**config.mk**
```make
export PLATFORM = sky130hd
export DESIGN_NAME = fifo_arbiter
export DESIGN_NICKNAME = d
export VERILOG_FILES = /design/src/rtl/fifo_arbiter.sv
export SDC_FILE = /design/constraint.sdc
export NUM_CORES = 1
export LEC_CHECK = 0
export ABC_AREA = 1
export CAP_MARGIN = 20
export CELL_PAD_IN_SITES_DETAIL_PLACEMENT = 1
export CELL_PAD_IN_SITES_GLOBAL_PLACEMENT = 1
export CORE_ASPECT_RATIO = 0.9
export CORE_MARGIN = 2
export CORE_UTILIZATION = 25
export CTS_BUF_LIST = sky130_fd_sc_hd__clkbuf_4
export DETAILED_ROUTE_END_ITERATION = 7
export PLACE_DENSITY_LB_ADDON = 0.1
export SLEW_MARGIN = 5
export SYNTH_ARGS = -nofsm -noshare
export SYNTH_HDL_FRONTEND = slang
export SYNTH_SLANG_ARGS = --single-unit
export TNS_END_PERCENT = 5
```
**constraint.sdc**
```tcl
create_clock -name clk -period 2.2 [get_ports clk]
set_input_delay 0.44 -clock clk [delete_from_list [all_inputs] [get_ports clk]]
set_output_delay 0.44 -clock clk [all_outputs]
set_load 0.01 [all_outputs]
```
**src/rtl/fifo_arbiter.sv**
```systemverilog
// Two-writer / one-reader FIFO access arbiter: tracks occupancy and issues registered grants and strobes.
// Optional macro FIFO_ARB_RR_EN selects round-robin writer arbitration; default build uses fixed priority (writer 0 wins).
module fifo_arbiter #(
  parameter int DEPTH = 8,
  parameter int CNT_W = 4,
  parameter int DW    = 32
) (
  input  logic             clk,
  input  logic             reset,
  input  logic             wr_req0,
  input  logic             wr_req1,
  input  logic [DW-1:0]    wr_data0,
  input  logic [DW-1:0]    wr_data1,
  input  logic             rd_req,
  output logic             wr_gnt0,
  output logic             wr_gnt1,
  output logic             rd_gnt,
  output logic             fifo_wr_en,
  output logic             fifo_rd_en,
  output logic [DW-1:0]    fifo_wr_data,
  output logic             full,
  output logic             empty,
  output logic [CNT_W-1:0] data_count,
  output logic             wr_err,
  output logic             rd_err,
  output logic [2:0]       op_state
);

  typedef enum logic [2:0] {
    INIT     = 3'd0,
    NO_OP    = 3'd1,
    WRITE    = 3'd2,
    READ     = 3'd3,
    WR_ERROR = 3'd4,
    RD_ERROR = 3'd5,
    WR_RD    = 3'd6,
    ILLEGAL  = 3'd7
  } state_t;

  localparam logic [CNT_W-1:0] DEPTH_C = CNT_W'(DEPTH);
  localparam logic [CNT_W-1:0] ONE_C   = CNT_W'(1);

  state_t           state_q, state_d;
  logic [CNT_W-1:0] count_q, count_d;
  logic             gnt0_d, gnt1_d, rd_gnt_d, wr_err_d, rd_err_d;
  logic [DW-1:0]    wr_data_d;
  logic             sel1;
  logic             wr_any, wr_ok, rd_ok;

  assign full       = (count_q == DEPTH_C);
  assign empty      = (count_q == '0);
  assign data_count = count_q;
  assign op_state   = state_q;
  assign fifo_wr_en = wr_gnt0 | wr_gnt1;
  assign fifo_rd_en = rd_gnt;

`ifdef FIFO_ARB_RR_EN
  // rr_ptr_q names the writer that wins the next contention.
  logic rr_ptr_q;

  always_ff @(posedge clk) begin
    if (reset) begin
      rr_ptr_q <= 1'b0;
    end else if (gnt0_d | gnt1_d) begin
      rr_ptr_q <= gnt0_d;
    end
  end

  assign sel1 = wr_req1 & (~wr_req0 | rr_ptr_q);
`else
  assign sel1 = wr_req1 & ~wr_req0;
`endif

  assign wr_any = wr_req0 | wr_req1;
  assign wr_ok  = wr_any & ~full;
  assign rd_ok  = rd_req & ~empty;

  // NOTE: every always_comb output gets a default first so no path leaves a value unassigned (no latch).
  always_comb begin
    state_d   = NO_OP;
    count_d   = count_q;
    gnt0_d    = 1'b0;
    gnt1_d    = 1'b0;
    rd_gnt_d  = 1'b0;
    wr_err_d  = 1'b0;
    rd_err_d  = 1'b0;
    wr_data_d = '0;

    if (state_q == ILLEGAL) begin
      state_d = INIT;
    end else begin
      if (wr_ok) begin
        gnt0_d    = ~sel1;
        gnt1_d    = sel1;
        wr_data_d = sel1 ? wr_data1 : wr_data0;
      end
      rd_gnt_d = rd_ok;
      wr_err_d = wr_any & full;
      rd_err_d = rd_req & empty;

      unique case ({wr_ok, rd_ok})
        2'b11: state_d = WR_RD;
        2'b10: begin
          state_d = WRITE;
          count_d = count_q + ONE_C;
        end
        2'b01: begin
          state_d = READ;
          count_d = count_q - ONE_C;
        end
        default: begin
          if (wr_any)      state_d = WR_ERROR;
          else if (rd_req) state_d = RD_ERROR;
          else             state_d = NO_OP;
        end
      endcase
    end
  end

  // NOTE: sequential state uses non-blocking assignments so all registers update from pre-edge values.
  always_ff @(posedge clk) begin
    if (reset) begin
      state_q      <= INIT;
      count_q      <= '0;
      wr_gnt0      <= 1'b0;
      wr_gnt1      <= 1'b0;
      rd_gnt       <= 1'b0;
      wr_err       <= 1'b0;
      rd_err       <= 1'b0;
      fifo_wr_data <= '0;
    end else begin
      state_q      <= state_d;
      count_q      <= count_d;
      wr_gnt0      <= gnt0_d;
      wr_gnt1      <= gnt1_d;
      rd_gnt       <= rd_gnt_d;
      wr_err       <= wr_err_d;
      rd_err       <= rd_err_d;
      fifo_wr_data <= wr_data_d;
    end
  end

endmodule

```
==> results.cfg <==
[routing]
via_per_inst = 4.22
wl_per_cell_um = 12.8
first_pass_iters = 2
drcViolationCount = 0
drt_iter0_markers = 20
wirelength_mm = 5.57
postRouteAntennaNets = 0
via_count = 1842

[timing]
worst_pin_slew_ns = 0.367
holdWs_ns = 0.533
finalSetupTns_ns = 0
drv_slew = 0
setup_viol = 0
hold_violations = 0
rsz0062_at_grt = yes
period_minus_slack_ns = 2.15
skew_ns = 0.0134
relSlewSlack_pct = 75.5
finalCritPeriodShare_pct = 97.6
maxClockFrequency_mhz = 466
setup_ws_ns = 0.0526

[cells_and_area]
fill_cells = 852
antenna_cells = 0
drive_gt1_share_pct = 16.3
multi_input_area_um2 = 831
seqCellArea_um2 = 885
area_delta_synth_final_pct = 76.9
final_util_pct = 45.7
finalNetCount = 416
stdcell_area_um2 = 3240

[pwr]
combPwrFrac_pct = 40.8
p_sw_uw = 824
seqPwrFrac_pct = 39.1
intPower_uw = 1730
power_density_nw_per_um2 = 790
irDropWorstVdd_mv = 0.410
leakage_uw = 0.00133
switching_share_pct = 32.3
pwr-share-clk_pct = 20.1

[placement]
port_buffers = 116
dp_slack_ns = -0.227
place_hpwl_mm = 4.34
dpl-instance-area_um2 = 3140
gp_congestion = 0.705

[clock_network]
numCtsBuffers = 5
root_buffer = clkbuf_4
cts_buffer_depth = 2
cts_max_level = 2
clkTransAtPathRegs_ns = 0.13
cts_tree = built
cts_setup_buffers = 0
insertion_delay_ns = 0.35
cts_hold_buf = 0
clkSinkCount = 44

[floorplan]
core.rowCount = 29
die_h_um = 85.2
fp.coreArea_um2 = 7080
start_util_pct = 25.9
pin_count = 117
die_area_um2 = 8020
die_w_um = 94.2

[grt]
grt_pass1_vias = 1893
grt_start_max_net_pins = 34
track_usage_pct = 14.5
grt_pass1_wl_mm = 9.00
grt-ovfl-total = 0
antenna_found_initial = 0

[job]
maxCapViolCount = 0

[synthesis]
synth_edf_count = 0
synthFlopType = dfxtp_1
yosys.area.top_type = dfxtp_1
synth_most_common_cell = nand2_1
ys_async_sr_fraction_pct = 0
ys_seq_area_share_pct = 48.2
synthTopCellsByCount = nand2_1 (76), dfxtp_1 (44), a21oi_2 (28)
synth_top_area_share_pct = 48.2
ys_types = 22
ys_seq_elements = 44
syn-num-nets = 293
synth_area_um2 = 1830
post_synth.cell_area_avg_um2 = 8.35
ys_warn_count = 0
synthTopCellsByArea = dfxtp_1 (48%), nand2_1 (16%), a21oi_2 (13%), ha_1 (3.4%), inv_1 (3.3%)
synthesis.instances = 219

[critical_path]
crit_path_max_fanout = 4
slowest_delay_ns = 0.52
cp_data_required_time_ns = 1.76
crit_path_start_kind = register
critPathKind = register to output port
end_kind = output port
slowest_stage = clkdlybuf4s50_1
arrival_ns = 1.71
path_cells = inv_1 > nand2_2 > nor3_2 > buf_4 > clkdlybuf4s50_1

[outcome]
status = finished clean

[worst_hold_path]
hold_path.class = register to register
path summary, 6_finish.rpt:
| kind | startpoint | endpoint | slack, ns | depth (start not counted) |
|---|---|---|---|---|
| max | data_count[0] | empty | 0.05 | 5 |
| min | data_count[1] | data_count[1] | 0.53 | 2 |
| max reg2reg | data_count[0] | data_count[2] | 0.21 | 14 |
| min reg2reg | data_count[1] | data_count[1] | 0.53 | 2 |
power by group through the flow:
| stage | registers (µW) | clock network, µW | logic [µW] |
|---|---|---|---|
| 2_1_floorplan | 1070 | 0 | 425 |
| 6_report | 999 | 514 | 1040 |
| 5_1_grt | 1020 | 590 | 1150 |
| 3_5_place_dp | 1010 | 0 | 1050 |
| 4_1_cts | 1000 | 547 | 1060 |
| 3_3_place_gp | 1010 | 0 | 1040 |
final cells by class:
class | count | area share, %
Inverter | 16 | 1.86
Tap cell | 93 | 3.60
Timing Repair Buffer | 126 | 39.1
Sequential cell | 44 | 27.3
Multi-Input combinational cell | 149 | 25.7
Clock inverter | 3 | 1.31
Clock buffer | 5 | 1.16
cells in the final DEF, fill, tap and decap left out, drive strengths merged:
cell             n
a21oi           37
buf             10
bufinv           1
clkbuf           5
clkdlybuf4s50  115
clkinv           2
dfxtp           44
dlymetal6s2s     1
ha               5
inv             16
nand2           77
nand3            5
nor2            13
nor3             3
nor3b            1
o21ai            5
or2              1
xnor2            2
cells by family (layout without fill, tap and decap cells):
logic type | after synthesis | in the layout | share of synthesized area (%)
AOI/OAI and AO/OA | 42 | 42 | 17.2
xor gates and xnor gates | 2 | 2 | 0.958
adders and majority gates | 5 | 5 | 3.42
buffers and inverters | 26 | 150 | 6.84
DFF | 44 | 44 | 48.2
and+or+nand+nor | 100 | 100 | 23.4
worst max-delay path, delay by kind of cell (launching register included):
kind / cells / cell delay, ns
buffers and inverters: 3 / 0.75
DFF: 1 / 0.36
and+or+nand+nor: 2 / 0.23
layer usage:
layer / wire length (µm) / share of wire (%) / global-route usage [%] / vias to the layer above
met5: 0 / 0 / 0 / -
met4: 71 / 1.3 / 4.35 / 0
met3: 477 / 8.6 / 5.33 / 7
met2: 2610 / 47 / 24.2 / 73
met1: 2410 / 43 / 17.4 / 830
li1: - / - / - / 932
state kept, by name (all words and copies together), names as in the netlist:
name / flops
wr_err: 1
fifo_wr_data: 32
fifo_rd_en: 1
data_count: 4
rd_err: 1
wr_gnt0: 1
wr_gnt1: 1
op_state: 3
stage by stage:
stage               power, µW  instances
detailed placement       2070        428
CTS                      2610        436
finish                   2550        436
floorplan                1490        219
global route             2760        436
global placement         2050        428
what timing repair did:
action,CTS,global route
hold endpoints to repair,0,0
resized for setup,4,2
setup endpoints to repair,2,3
(Power assumes the default switching activity.)
